## config.mk

```make
export PLATFORM = sky130hd
export DESIGN_NAME = dht11_sample_reporter_flat
export DESIGN_NICKNAME = d
export VERILOG_FILES = /design/src/rtl/dht11_sample_reporter_if.sv /design/src/rtl/dht11_sample_reporter.sv /design/src/flat_wrapper.sv
export SDC_FILE = /design/constraint.sdc
export NUM_CORES = 1
export LEC_CHECK = 0
export ABC_AREA = 0
export CAP_MARGIN = 15
export CORE_MARGIN = 1.5
export CORE_UTILIZATION = 32
export DETAILED_ROUTE_END_ITERATION = 10
export PLACE_DENSITY_LB_ADDON = 0.15
export SLEW_MARGIN = 0
export SYNTH_ARGS = -nofsm -noshare
export SYNTH_HDL_FRONTEND = slang
export SYNTH_SLANG_ARGS = --single-unit
```

## constraint.sdc

```tcl
create_clock -name clk -period 4.4 [get_ports clk]
set_clock_uncertainty 0.05 [all_clocks]
set_input_delay 0.44 -clock clk [delete_from_list [all_inputs] [get_ports clk]]
set_output_delay 0.44 -clock clk [all_outputs]
set_load 0.1 [all_outputs]
```

## src/rtl/dht11_sample_reporter_if.sv

```systemverilog
// Byte stream from the sample reporter into the UART transmitter.
// Valid/ready handshake: a byte moves on a rising edge with both high.
interface dht11_sample_reporter_if;
  logic [7:0] tx_data;
  logic       tx_valid;
  logic       tx_ready;

  modport master (
    output tx_data,
    output tx_valid,
    input  tx_ready
  );

  modport slave (
    input  tx_data,
    input  tx_valid,
    output tx_ready
  );
endinterface

```

## src/rtl/dht11_sample_reporter.sv

```systemverilog
// Polls the DHT11 controller, latches good readings, streams ASCII frames.
// Define DHT_REPORT_FRAC_EN to add fraction digits to the data frame.
module dht11_sample_reporter #(
  parameter int CLK_HZ     = 100_000_000,
  parameter int POLL_MS    = 2000,
  parameter int TIMEOUT_MS = 50
) (
  input  logic        clk,
  input  logic        rst,
  input  logic        enable,
  output logic        dht_start,
  input  logic        dht_done,
  input  logic        dht_valid,
  input  logic [15:0] humidity,
  input  logic [15:0] temperature,
  dht11_sample_reporter_if.master tx,
  output logic [7:0]  hum_out,
  output logic [7:0]  temp_out,
  output logic        sample_valid,
  output logic [7:0]  err_cnt
);

  localparam int DIV = (CLK_HZ / 1000 > 1) ? CLK_HZ / 1000 : 1;
  localparam int TW  = $clog2(DIV > 1 ? DIV : 2);
  localparam int PW  = $clog2(POLL_MS + 1);
  localparam int OW  = $clog2(TIMEOUT_MS + 1);

`ifdef DHT_REPORT_FRAC_EN
  localparam logic [3:0] LAST_DATA = 4'd14;
`else
  localparam logic [3:0] LAST_DATA = 4'd10;
`endif

  typedef enum logic [1:0] {
    IDLE,
    TRIG,
    WAIT_DONE,
    SEND
  } state_t;

  state_t      state;
  logic [TW-1:0] tick_cnt;
  logic [PW-1:0] poll_cnt;
  logic [OW-1:0] to_cnt;
  logic        tick;
  logic        poll_wrap;
  logic        pending;
  logic        frame_err;
  logic [3:0]  idx;
  logic [3:0]  nidx;
  logic [3:0]  last_idx;
  logic [7:0]  nbyte;
  logic [7:0]  data_q;
  logic        valid_q;

`ifdef DHT_REPORT_FRAC_EN
  logic [7:0]  hum_frac;
  logic [7:0]  temp_frac;
`else
  logic        unused_frac;
  assign unused_frac = ^{humidity[7:0], temperature[7:0]};
`endif

  assign tx.tx_data  = data_q;
  assign tx.tx_valid = valid_q;

  function automatic logic [7:0] clamp99(input logic [7:0] v);
    return (v > 8'd99) ? 8'd99 : v;
  endfunction

  function automatic logic [7:0] tens(input logic [7:0] v);
    return 8'h30 + clamp99(v) / 8'd10;
  endfunction

  function automatic logic [7:0] units(input logic [7:0] v);
    return 8'h30 + clamp99(v) % 8'd10;
  endfunction

  assign tick      = (tick_cnt == TW'(DIV - 1));
  assign poll_wrap = enable && tick
                  && (poll_cnt == PW'(POLL_MS - 1));
  assign last_idx  = frame_err ? 4'd4 : LAST_DATA;

  // Byte that follows the one currently on the bus.
  always_comb begin
    nidx  = idx + 4'd1;
    nbyte = 8'h0A;
    if (frame_err) begin
      case (nidx)
        4'd1, 4'd2: nbyte = "R";
        4'd3:       nbyte = 8'h0D;
        default:    nbyte = 8'h0A;
      endcase
    end else begin
      case (nidx)
        4'd1:    nbyte = "=";
        4'd2:    nbyte = tens(hum_out);
        4'd3:    nbyte = units(hum_out);
`ifdef DHT_REPORT_FRAC_EN
        4'd4:    nbyte = ".";
        4'd5:    nbyte = units(hum_frac);
        4'd6:    nbyte = " ";
        4'd7:    nbyte = "T";
        4'd8:    nbyte = "=";
        4'd9:    nbyte = tens(temp_out);
        4'd10:   nbyte = units(temp_out);
        4'd11:   nbyte = ".";
        4'd12:   nbyte = units(temp_frac);
        4'd13:   nbyte = 8'h0D;
`else
        4'd4:    nbyte = " ";
        4'd5:    nbyte = "T";
        4'd6:    nbyte = "=";
        4'd7:    nbyte = tens(temp_out);
        4'd8:    nbyte = units(temp_out);
        4'd9:    nbyte = 8'h0D;
`endif
        default: nbyte = 8'h0A;
      endcase
    end
  end

  always_ff @(posedge clk or posedge rst) begin
    if (rst) begin
      tick_cnt <= '0;
    end else if (tick) begin
      tick_cnt <= '0;
    end else begin
      tick_cnt <= tick_cnt + TW'(1);
    end
  end

  always_ff @(posedge clk or posedge rst) begin
    if (rst) begin
      state        <= IDLE;
      poll_cnt     <= '0;
      to_cnt       <= '0;
      pending      <= 1'b0;
      dht_start    <= 1'b0;
      frame_err    <= 1'b0;
      idx          <= '0;
      data_q       <= 8'h00;
      valid_q      <= 1'b0;
      hum_out      <= 8'h00;
      temp_out     <= 8'h00;
      sample_valid <= 1'b0;
      err_cnt      <= 8'h00;
`ifdef DHT_REPORT_FRAC_EN
      hum_frac     <= 8'h00;
      temp_frac    <= 8'h00;
`endif
    end else begin
      dht_start <= 1'b0;

      if (!enable) begin
        poll_cnt <= '0;
      end else if (tick) begin
        poll_cnt <= poll_wrap ? '0 : poll_cnt + PW'(1);
      end

      // Expirations while busy collapse into this single flag.
      if (!enable) begin
        pending <= 1'b0;
      end else if (poll_wrap) begin
        pending <= 1'b1;
      end else if (state == IDLE) begin
        pending <= 1'b0;
      end

      unique case (state)
        IDLE: begin
          if (pending && enable) begin
            state     <= TRIG;
            dht_start <= 1'b1;
          end
        end
        TRIG: begin
          to_cnt <= '0;
          state  <= WAIT_DONE;
        end
        WAIT_DONE: begin
          if (dht_done) begin
            idx     <= '0;
            valid_q <= 1'b1;
            state   <= SEND;
            if (dht_valid) begin
              hum_out      <= humidity[15:8];
              temp_out     <= temperature[15:8];
              sample_valid <= 1'b1;
              frame_err    <= 1'b0;
              data_q       <= "H";
`ifdef DHT_REPORT_FRAC_EN
              hum_frac     <= humidity[7:0];
              temp_frac    <= temperature[7:0];
`endif
            end else begin
              if (err_cnt != 8'hFF) err_cnt <= err_cnt + 8'd1;
              frame_err <= 1'b1;
              data_q    <= "E";
            end
          end else if (tick) begin
            if (to_cnt == OW'(TIMEOUT_MS - 1)) begin
              if (err_cnt != 8'hFF) err_cnt <= err_cnt + 8'd1;
              frame_err <= 1'b1;
              data_q    <= "E";
              valid_q   <= 1'b1;
              idx       <= '0;
              state     <= SEND;
            end else begin
              to_cnt <= to_cnt + OW'(1);
            end
          end
        end
        SEND: begin
          if (tx.tx_ready) begin
            if (idx == last_idx) begin
              valid_q <= 1'b0;
              state   <= IDLE;
            end else begin
              idx    <= nidx;
              data_q <= nbyte;
            end
          end
        end
        default: state <= IDLE;
      endcase
    end
  end

endmodule

```

## src/flat_wrapper.sv

```systemverilog
// flat-port wrapper written by rule: the top's interface ports become plain ports
module dht11_sample_reporter_flat 
#(
  parameter int CLK_HZ     = 100_000_000,
  parameter int POLL_MS    = 2000,
  parameter int TIMEOUT_MS = 50
)
  (clk, rst, enable, dht_start, dht_done, dht_valid, humidity, temperature, hum_out, temp_out, sample_valid, err_cnt, tx_tx_data, tx_tx_valid, tx_tx_ready);
  dht11_sample_reporter_if tx_i ();
  input  logic clk;
  input  logic rst;
  input  logic enable;
  output logic dht_start;
  input  logic dht_done;
  input  logic dht_valid;
  input  logic [15:0] humidity;
  input  logic [15:0] temperature;
  output logic [7:0] hum_out;
  output logic [7:0] temp_out;
  output logic sample_valid;
  output logic [7:0] err_cnt;
  output wire logic [$bits(tx_i.tx_data)-1:0] tx_tx_data;
  output wire logic [$bits(tx_i.tx_valid)-1:0] tx_tx_valid;
  input wire logic [$bits(tx_i.tx_ready)-1:0] tx_tx_ready;
  assign tx_tx_data = tx_i.tx_data;
  assign tx_tx_valid = tx_i.tx_valid;
  assign tx_i.tx_ready = tx_tx_ready;
  dht11_sample_reporter #(.CLK_HZ(CLK_HZ), .POLL_MS(POLL_MS), .TIMEOUT_MS(TIMEOUT_MS)) u_core (.clk(clk), .rst(rst), .enable(enable), .dht_start(dht_start), .dht_done(dht_done), .dht_valid(dht_valid), .humidity(humidity), .temperature(temperature), .tx(tx_i), .hum_out(hum_out), .temp_out(temp_out), .sample_valid(sample_valid), .err_cnt(err_cnt));
endmodule
```

## Yosys cells after proc, flatten, opt, wreduce, memory -nomap -nowiden

Cells that the tools add are included.

| storage, ports and cells | value |
|---|---|
| bits of input ports | 38 |
| output and inout bits | 35 |
| word-level logic and storage cells | 127 |
| bits in writable memories | 0 |
| latch bits | 0 |
| memories kept | 0 |
| memory bits (read-only) | 0 |
| bits in registers | 77 |

| operators by class | value |
|---|---|
| bitwise operators | 0 |
| magnitude comparators | 2 |
| equality and inequality tests | 29 |
| add/sub/neg operators | 9 |
| divide/modulo/power cells | 4 |
| multipliers | 0 |
| mux-type cells | 52 |
| shift-type cells | 0 |
| reduce and logical (&&, ||, !) cells | 17 |

Operators with widths:

| kind | count |
|---|---|
| 2-to-1 mux 8 bit | 13 |
| one-hot mux 8 bit (8 select lines) | 1 |
| 2-to-1 mux 11 bit | 3 |
| adder 6 x 8 -> 8 bit, first input constant | 4 |
| 2-to-1 mux 4 bit | 7 |
| 2-to-1 mux 6 bit | 3 |
| adder 17 x 1 -> 17 bit, second input constant | 1 |
| equality test 17 bit, second input constant | 1 |
| 2-to-1 mux 17 bit | 1 |
| divider 8 x 4 -> 8 bit, second input constant | 2 |
| equality test 4 x 3 -> 1 bit, second input constant | 4 |
| > comparator 8 x 7 -> 1 bit, second input constant | 2 |
| remainder unit 8 x 4 -> 8 bit, second input constant | 2 |
| one-hot mux 8 bit (2 select lines) | 1 |
| AND reduction 5 bit | 3 |
| one-hot mux 7 bit (2 select lines) | 1 |
| 2-to-1 mux 1 bit | 12 |
| 2-to-1 mux 2 bit | 6 |
| != test 2 bit, second input constant | 6 |
| one-hot mux 6 bit (2 select lines) | 1 |
| adder 11 x 1 -> 11 bit, second input constant | 1 |
| equality test 11 bit, second input constant | 1 |
| adder 8 x 1 -> 8 bit, second input constant | 1 |
| equality test 4 x 2 -> 1 bit, second input constant | 2 |
| 21 further kinds | 34 |

## Depth between registers and ports, before layout

Gate-level depths: netlist of the first run.

| depth | value |
|---|---|
| depth after elaboration | 9 |
| mapped depth | 13 |
| mapped depth without buffers | 12 |

## Worst setup path after synthesis of the first run

Ideal clock, no wire load.

| timing | value |
|---|---|
| path type | flip-flop to flip-flop |
| from | register u_core.hum_out[5] |
| to | register u_core.data_q[5], in the netlist u_core.tx.tx_data[5] |
| path buffers | 0 |
| data required time | 4.227 ns |
| data arrival time | 3.048 ns |
| cell stages (with the launch flop) | 10 |
| path slack | 1.179 ns |
| cell sequence | dfrtp_1 > or3b_2 > a2111oi_1 > a211oi_2 > ha_1 > nor3_1 > a31oi_1 > ha_1 > o21ai_0 > a32o_1 |

| on the way | value |
|---|---|
| cells in the longest elaborated chain, start to end | 9 |
| elaborated cells between the ends (all ways) | 11 |

RTL lines:

| element | RTL line | RTL |
|---|---|---|
| start, declared | dht11_sample_reporter.sv:17 | `output logic [7:0] hum_out,` |
| start signal, assigned | dht11_sample_reporter.sv:187 | `hum_out <= humidity[15:8];` |
| > comparator 8 x 7 -> 1 bit | dht11_sample_reporter.sv:68 | `return (v > 8'd99) ? 8'd99 : v;` |
| 2-to-1 mux 8 bit (*) | dht11_sample_reporter.sv:68 |  |
| remainder unit 8 x 4 -> 8 bit or divider 8 x 4 -> 8 bit (tied branches) | dht11_sample_reporter.sv:76, dht11_sample_reporter.sv:72 |  |
| adder 6 x 8 -> 8 bit (on tied branches) | dht11_sample_reporter.sv:76, dht11_sample_reporter.sv:72 |  |
| one-hot mux 8 bit (8 select lines) (*) | dht11_sample_reporter.sv:95 | `case (nidx)` |
| 2-to-1 mux 8 bit (*) | dht11_sample_reporter.sv:88 | `if (frame_err) begin` |
| 2-to-1 mux 8 bit (*) | dht11_sample_reporter.sv:216 | `if (idx == last_idx) begin` |
| 2-to-1 mux 8 bit (*) | dht11_sample_reporter.sv:215 | `if (tx.tx_ready) begin` |
| one-hot mux 8 bit (2 select lines) (*) | dht11_sample_reporter.sv:170 | `unique case (state)` |
| end signal, assigned | dht11_sample_reporter.sv:191 | `data_q <= "H";` |
| end signal, assigned | dht11_sample_reporter.sv:199 | `data_q <= "E";` |
| end signal, assigned | dht11_sample_reporter.sv:221 | `data_q <= nbyte;` |
| end, declared | dht11_sample_reporter.sv:53 | `logic [7:0] data_q;` |

Mark *: on every way between the ends. The rest lies on a longest branch, timed or not. The select of a mux whose other input is x is not followed.
A chain may end at the register's enable or synchronous reset.

## Worst setup path in the final report of the first run

| timing | value |
|---|---|
| from | register u_core.temp_out[5] |
| to | register u_core.data_q[5], in the netlist u_core.tx.tx_data[5] |

| on the way | value |
|---|---|
| cells in the longest elaborated chain, start to end | 9 |
| elaborated cells between the ends (all ways) | 11 |

RTL lines:

| element | RTL line | RTL |
|---|---|---|
| start, declared | dht11_sample_reporter.sv:18 | `output logic [7:0] temp_out,` |
| start signal, assigned | dht11_sample_reporter.sv:188 | `temp_out <= temperature[15:8];` |
| > comparator 8 x 7 -> 1 bit | dht11_sample_reporter.sv:68 |  |
| 2-to-1 mux 8 bit (*) | dht11_sample_reporter.sv:68 |  |
| remainder unit 8 x 4 -> 8 bit or divider 8 x 4 -> 8 bit (tied branches) | dht11_sample_reporter.sv:76, dht11_sample_reporter.sv:72 |  |
| adder 6 x 8 -> 8 bit (on tied branches) | dht11_sample_reporter.sv:76, dht11_sample_reporter.sv:72 |  |
| one-hot mux 8 bit (8 select lines) (*) | dht11_sample_reporter.sv:95 |  |
| 2-to-1 mux 8 bit (*) | dht11_sample_reporter.sv:88 |  |
| 2-to-1 mux 8 bit (*) | dht11_sample_reporter.sv:216 |  |
| 2-to-1 mux 8 bit (*) | dht11_sample_reporter.sv:215 |  |
| one-hot mux 8 bit (2 select lines) (*) | dht11_sample_reporter.sv:170 |  |

Marks and branches as above.

==> flow_metrics.env, run 1 <==
export IMPL_dp_hpwl_um=8340
export IMPL_wl_um=11890
export IMPL_slew_violations=0
export IMPL_drc=0
export IMPL_layout_common_cells="dfrtp_1, clkdlybuf4s50_1, nand2_1, o21ai_0, nor2_1"
export IMPL_coreArea_mm2=0.01515
export IMPL_drt_pass1_iter_count=5
export IMPL_multi_input_area_mm2=0.002783
export IMPL_hold_class="reg2reg"
export IMPL_grt_pass1_wl_um=20220
export IMPL_die_area_mm2=0.01617
export IMPL_clock_path_buffers=2
export IMPL_vias_per_cell=5.307
export IMPL_final_common_cell="dfrtp_1"
export IMPL_path_max_fanout=16
export IMPL_vdd_drop_max_mv=0.6622
export IMPL_final_setup_viol_count=0
export IMPL_grt_use_total_pct=15.65
export IMPL_vias=4102
export IMPL_worst_r2r_path_depth=11
export IMPL_grt_max_degree=44
export IMPL_cts_sinks=77
export IMPL_period_minus_slack_ns=3.249
export IMPL_worst_slew_pin_slew_ns=0.9836
export IMPL_crit_type="reg2reg"
export IMPL_fp_dieW_um=127.2
export IMPL_min_from="u_core.tick_cnt[4]"
export IMPL_grt_pass1_vias=4003
export IMPL_antenna_cells=0
export IMPL_cts_tree="built"
export IMPL_drive_gt1_share_pct=9.231
export IMPL_critPathCaptureType="flip-flop"
export IMPL_start_util_pct=32.57
export IMPL_drtAntennaViolNets=0
export IMPL_postCtsHoldBufs=0
export IMPL_portBuffers=56
export IMPL_timing_fmax_mhz=307.8
export IMPL_rsz0062_at_grt="no"
export IMPL_cts_setup_buffers=0
export IMPL_cts_made_buffers=9
export IMPL_fillCellCount=1493
export IMPL_r2r_end="u_core.tx.tx_data[5]"
export IMPL_clkSlewWorstSetupHoldPaths_ns=0.06
export IMPL_seqCellArea_mm2=0.001927
export IMPL_dp_cells=757
export IMPL_grt_antenna_before_repair=0
export IMPL_power_density_mw_per_mm2=736.0
export IMPL_fin_hold_ws_ns=0.4216
export IMPL_nets=636
export IMPL_max_slew_margin_pct=34.22
export IMPL_reg2reg_slack_ns=1.15
export IMPL_status="completed"
export IMPL_finalCritPeriodShare_pct=73.85
export IMPL_ys_warn_count=0
export IMPL_synthCells=538
export IMPL_required_ns=4.58
export IMPL_cts_root_buf="clkbuf_16"
export IMPL_synthesis_nets=594
export IMPL_globalplace_congestion=0.8046
export IMPL_worst_ep_arrival_time_ns=3.43
export IMPL_avgSynthCellArea_um2=9.170
export IMPL_drtIter0Drc=229
export IMPL_reg2reg_from="u_core.temp_out[5]"
export IMPL_htreeDepth=3
export IMPL_p_leak_uw=0.002417
export IMPL_setup_tns_ns=0
export IMPL_num_rows=45
export IMPL_holdPathStages=1
export IMPL_ys_seq_elements=77
export IMPL_synthToLayoutAreaGrowth_pct=20.97
export IMPL_hold_end="u_core.tick_cnt[4]"
export IMPL_synth_edf_count=0
export IMPL_final_util_pct=39.41
export IMPL_wl_per_cell_um=15.39
export IMPL_insertion_delay_ns=0.35
export IMPL_synth_distinct_cells=74
export IMPL_synth_top_flop_cell="dfrtp_1"
export IMPL_finalHoldViolations=0
export IMPL_syn_area_mm2=0.004933
export IMPL_final_cells=773
export IMPL_cts_resized=0
export IMPL_die_h_um=127.2
export IMPL_ys_async_sr_fraction_pct=100.0
export IMPL_overflow=0
export IMPL_maxCapViolCount=0
export IMPL_ioPinCount=73
export IMPL_ys_seq_area_share_pct=39.06
export IMPL_cp_start_kind="flip-flop"
where the power goes:
part           leakage, uW  internal, uW  switching (uW)  total (uW)
registers         0.000992           852             300        1150
clock network     0.000162           529             305         834
logic              0.00126           756            1650        2410
total              0.00242          2140            2260        4390
per-stage QoR:
step           worst slack (ns)  total power (uW)  area (um^2)
3_5_place_dp              1.248              3560         5634
3_3_place_gp              1.334              3524         5634
4_1_cts                   1.230              4429         5968
5_1_grt                  0.8923              4675         5968
6_report                  1.151              4393         5968
2_1_floorplan             1.179              3000         4933
worst max-delay path: stages, from the launching register on:
cell	delay, ns
dfrtp_1	0.61
nor3b_1	0.38
nor2_1	0.10
o32a_1	0.31
nor2_1	0.21
inv_1	0.11
ha_1	0.19
nor4_1	0.34
a31oi_1	0.12
ha_1	0.32
o21ai_0	0.11
a32o_1	0.28
cell usage after synthesis, drive strengths merged (3+ instances only):
cell | count | share of area [%]
a31oi | 6 | 0.76
xor2 | 16 | 2.8
nor2b | 16 | 2.1
a21oi | 23 | 2.3
nor3 | 11 | 1.3
o22ai | 3 | 0.38
xnor2 | 14 | 2.6
inv | 26 | 2.0
buf | 12 | 1.3
a211oi | 4 | 0.71
nor2 | 34 | 2.6
or3 | 5 | 0.63
o31ai | 4 | 0.61
o211ai | 6 | 0.91
nand3 | 22 | 2.3
o31a | 4 | 0.71
nand3b | 5 | 0.76
a21o | 4 | 0.61
a22o | 4 | 0.71
nand2 | 39 | 3.0
o32a | 3 | 0.61
nor4b | 5 | 1.4
ha | 18 | 4.6
nand4 | 14 | 1.8
o311a | 3 | 0.61
clkbuf | 17 | 1.3
o21ai | 39 | 4.0
mux2 | 18 | 4.1
nand2b | 20 | 2.5
dfrtp | 77 | 39
and2 | 8 | 1.0
o311ai | 4 | 0.71
and3 | 10 | 1.3
cell type report:
cell class	count	share of cell area, %
Clock buffer	11	4.235
Clock inverter	5	1.363
Inverter	26	1.656
Multi-Input combinational cell	406	46.62
Sequential cell	77	32.29
Tap cell	188	3.941
Timing Repair Buffer	60	9.895
state kept, by name (all words and copies together) (netlist names):
signal,count
u_core.temp_out,8
u_core.poll_cnt,11
u_core.tx.tx_valid,1
u_core.pending,1
u_core.sample_valid,1
u_core.tx.tx_data,8
u_core.idx,4
u_core.state,2
u_core.hum_out,8
u_core.to_cnt,6
u_core.dht_start,1
u_core.tick_cnt,17
u_core.err_cnt,8
u_core.frame_err,1
routing by layer:
metal / part of all wire, % / global-route usage [%]
met5: 0 / 0
met4: 2.0 / 7.219
met3: 3.5 / 2.596
met2: 45 / 24.42
met1: 49 / 21.31
worst max-delay path by stage:
stage / end / from / slack, ns / cells after the start
floorplan: u_core.tx.tx_data[5] / u_core.hum_out[5] / 1.18 / 9
global placement: u_core.tx.tx_data[5] / u_core.hum_out[4] / 1.33 / 9
detailed placement: u_core.tx.tx_data[5] / u_core.hum_out[3] / 1.25 / 10
CTS: u_core.tx.tx_data[5] / u_core.temp_out[5] / 1.23 / 11
global route: u_core.tx.tx_data[6] / u_core.temp_out[5] / 0.89 / 12
finish: u_core.tx.tx_data[5] / u_core.temp_out[5] / 1.15 / 11
cells by family after synthesis:
group / after synthesis / synth area share [%]
and+or+nand+nor: 205 / 23.56
AOI/OAI and AO/OA: 132 / 18.21
DFF: 77 / 39.06
buffers and inverters: 55 / 4.540
xor gates and xnor gates: 30 / 5.478
muxes: 20 / 4.514
adders and majority gates: 18 / 4.565
other: 1 / 0.07601
Power figures use the tool's default switching activity.
==> run 2: changes to the inputs <==
clock period = 2.9 ns   (was 4.4 ns; I/O delays follow)
==> flow_metrics.env, run 2 (synthesized netlist as in run 1, its figures left out) <==
export IMPL_vdd_drop_max_mv=0.6012
export IMPL_cts_made_buffers=9
export IMPL_path_cells="buf_4, or3_1, a21oi_2, nand2b_1, ha_2, nor4_4, a31oi_1, ha_1, o21ai_0, a32o_1"
export IMPL_slew_violations=0
export IMPL_pwr_share_comb_pct=57.8
export IMPL_max_slew_margin_pct=48.91
export IMPL_worst_r2r_path_depth=10
export IMPL_drtIter0Drc=250
export IMPL_ioPinCount=73
export IMPL_path_max_fanout=8
export IMPL_start_util_pct=32.57
export IMPL_finalCritPeriodShare_pct=94.14
export IMPL_cp_start_kind="flip-flop"
export IMPL_clock_path_buffers=2
export IMPL_num_rows=45
export IMPL_vias_per_cell=5.317
export IMPL_p_leak_uw=0.002582
export IMPL_cp_slowest_stage_delay_ns=0.46
export IMPL_drtAntennaViolNets=0
export IMPL_fp_dieW_um=127.2
export IMPL_p_sw_share_pct=50.96
export IMPL_period_minus_slack_ns=2.730
export IMPL_globalplace_congestion=0.8444
export IMPL_grt_antenna_before_repair=0
export IMPL_worst_slew_pin_slew_ns=0.7664
export IMPL_biggestRegsByFlops="u_core.tick_cnt (17), u_core.poll_cnt (11)"
export IMPL_clkSlewWorstSetupHoldPaths_ns=0.06
export IMPL_insertion_delay_ns=0.34
export IMPL_wl_um=12060
export IMPL_critPathCaptureType="flip-flop"
export IMPL_die_area_mm2=0.01617
export IMPL_crit_slowest_cell="dfrtp_2"
export IMPL_grt_use_total_pct=15.78
export IMPL_grt_pass1_wl_um=20440
export IMPL_top_usage_layer="met2"
export IMPL_htreeDepth=3
export IMPL_synthToLayoutAreaGrowth_pct=24.78
export IMPL_die_h_um=127.2
export IMPL_maxCapViolCount=0
export IMPL_grt_met1_usage_pct=21.87
export IMPL_required_ns=3.08
export IMPL_p_seq_share_pct=24.1
export IMPL_status="completed"
export IMPL_cts_tree="built"
export IMPL_overflow=0
export IMPL_timing_fmax_mhz=366.3
export IMPL_power_density_mw_per_mm2=1119
export IMPL_portBuffers=56
export IMPL_total_power_uw=6886
export IMPL_met3_usage_pct=2.554
export IMPL_finalHoldViolations=0
export IMPL_final_setup_viol_count=0
export IMPL_cts_root_buf="clkbuf_16"
export IMPL_p_int_uw=3377
export IMPL_dp_hpwl_um=8692
export IMPL_dp_worst_setup_slack_ns=-0.01727
export IMPL_setup_ws_ns=0.1700
export IMPL_final_common_cell="dfrtp_1"
export IMPL_p_sw_uw=3509
export IMPL_rsz0062_at_grt="no"
export IMPL_antenna_cells=0
export IMPL_vias=4248
export IMPL_layout_common_cells="dfrtp_1, buf_4, nand2_1, o21ai_0, nor2_1"
export IMPL_coreArea_mm2=0.01515
export IMPL_wl_per_cell_um=15.10
export IMPL_hold_class="in2async"
export IMPL_largest_register="u_core.tick_cnt"
export IMPL_drt_pass1_iter_count=5
export IMPL_gr_usage_met2_pct=24.62
export IMPL_grt_max_degree=42
export IMPL_crit_type="reg2reg"
export IMPL_grt_pass1_vias=4070
export IMPL_worst_ep_arrival_time_ns=2.91
export IMPL_nets=662
export IMPL_cts_sinks=77
export IMPL_drive_gt1_share_pct=21.60
export IMPL_drc=0
export IMPL_clkPwrFrac_pct=18.1
export IMPL_fillCellCount=1516
export IMPL_largest_register_ffs=17
## run 2: worst paths after layout
kind	start	to	slack [ns]
min in group clk	u_core.tick_cnt[4]	u_core.tick_cnt[4]	0.42
max in group asynchronous	rst	u_core.hum_out[3]	1.77
max	u_core.temp_out[3]	u_core.tx.tx_data[5]	0.17
min	rst	u_core.hum_out[1]	0.33
min reg2reg	u_core.tick_cnt[4]	u_core.tick_cnt[4]	0.42
max reg2reg	u_core.temp_out[3]	u_core.tx.tx_data[5]	0.17
## run 2: worst max-delay path: cells and delay by family, from the launching register on
family	cells	cell delay [ns]
flip-flops	1	0.46
adder cells (fa/ha/maj)	2	0.52
AND/OR/NAND/NOR	3	0.76
buffers and inverters	1	0.16
AO/OA/AOI/OAI	4	0.66
## run 2: area by class of cell
class	instances	area (um^2)	share of cell area [%]
timing repair buffer	86	710.7	11.54
tap	188	235.2	3.821
clock inverter	6	86.33	1.402
inverter	26	98.84	1.606
multi-input combinational	406	2848	46.26
clock buffer	10	239.0	3.882
sequential	77	1938	31.48
## run 2: what timing repair did
item | 4_1_cts | 5_1_grt
gates resized for setup | 2 | 8
buffers inserted | 0 | 4
hold buffers | 0 | 0
cloned | 0 | 0
endpoints found under the setup margin | 1 | 3
pin swaps | 0 | 2
## run 2: per-layer routing
layer | up-vias | wire [um] | part of all wire, %
li1 | 2081 | - | -
met1 | 2065 | 5938 | 49
met2 | 88 | 5447 | 45
met3 | 14 | 445 | 3.7
met4 | 0 | 231 | 1.9
met5 | - | 0 | 0
## run 2: per-stage QoR
step,instance area (um^2),utilization (%),setup TNS [ns],cells,hold WS (ns)
2_1_floorplan,4976,-,0,538,0.3887
3_3_place_gp,5746,37.93,0,779,0.4074
3_5_place_dp,5746,37.93,-0.01727,779,0.4089
4_1_cts,6080,40.14,0,795,0.3675
5_1_grt,6156,40.64,0,799,0.4146
6_report,6156,40.64,0,799,0.3326
## run 2: power by group through the flow
stage / clock (uW) / combinational [uW] / sequential, uW
after global placement: 0 / 3840 / 1650
after detailed placement: 0 / 3870 / 1660
final: 1250 / 3980 / 1660
after floorplan: 0 / 1730 / 2880
after CTS: 1280 / 3890 / 1640
after global routing: 1320 / 4270 / 1710
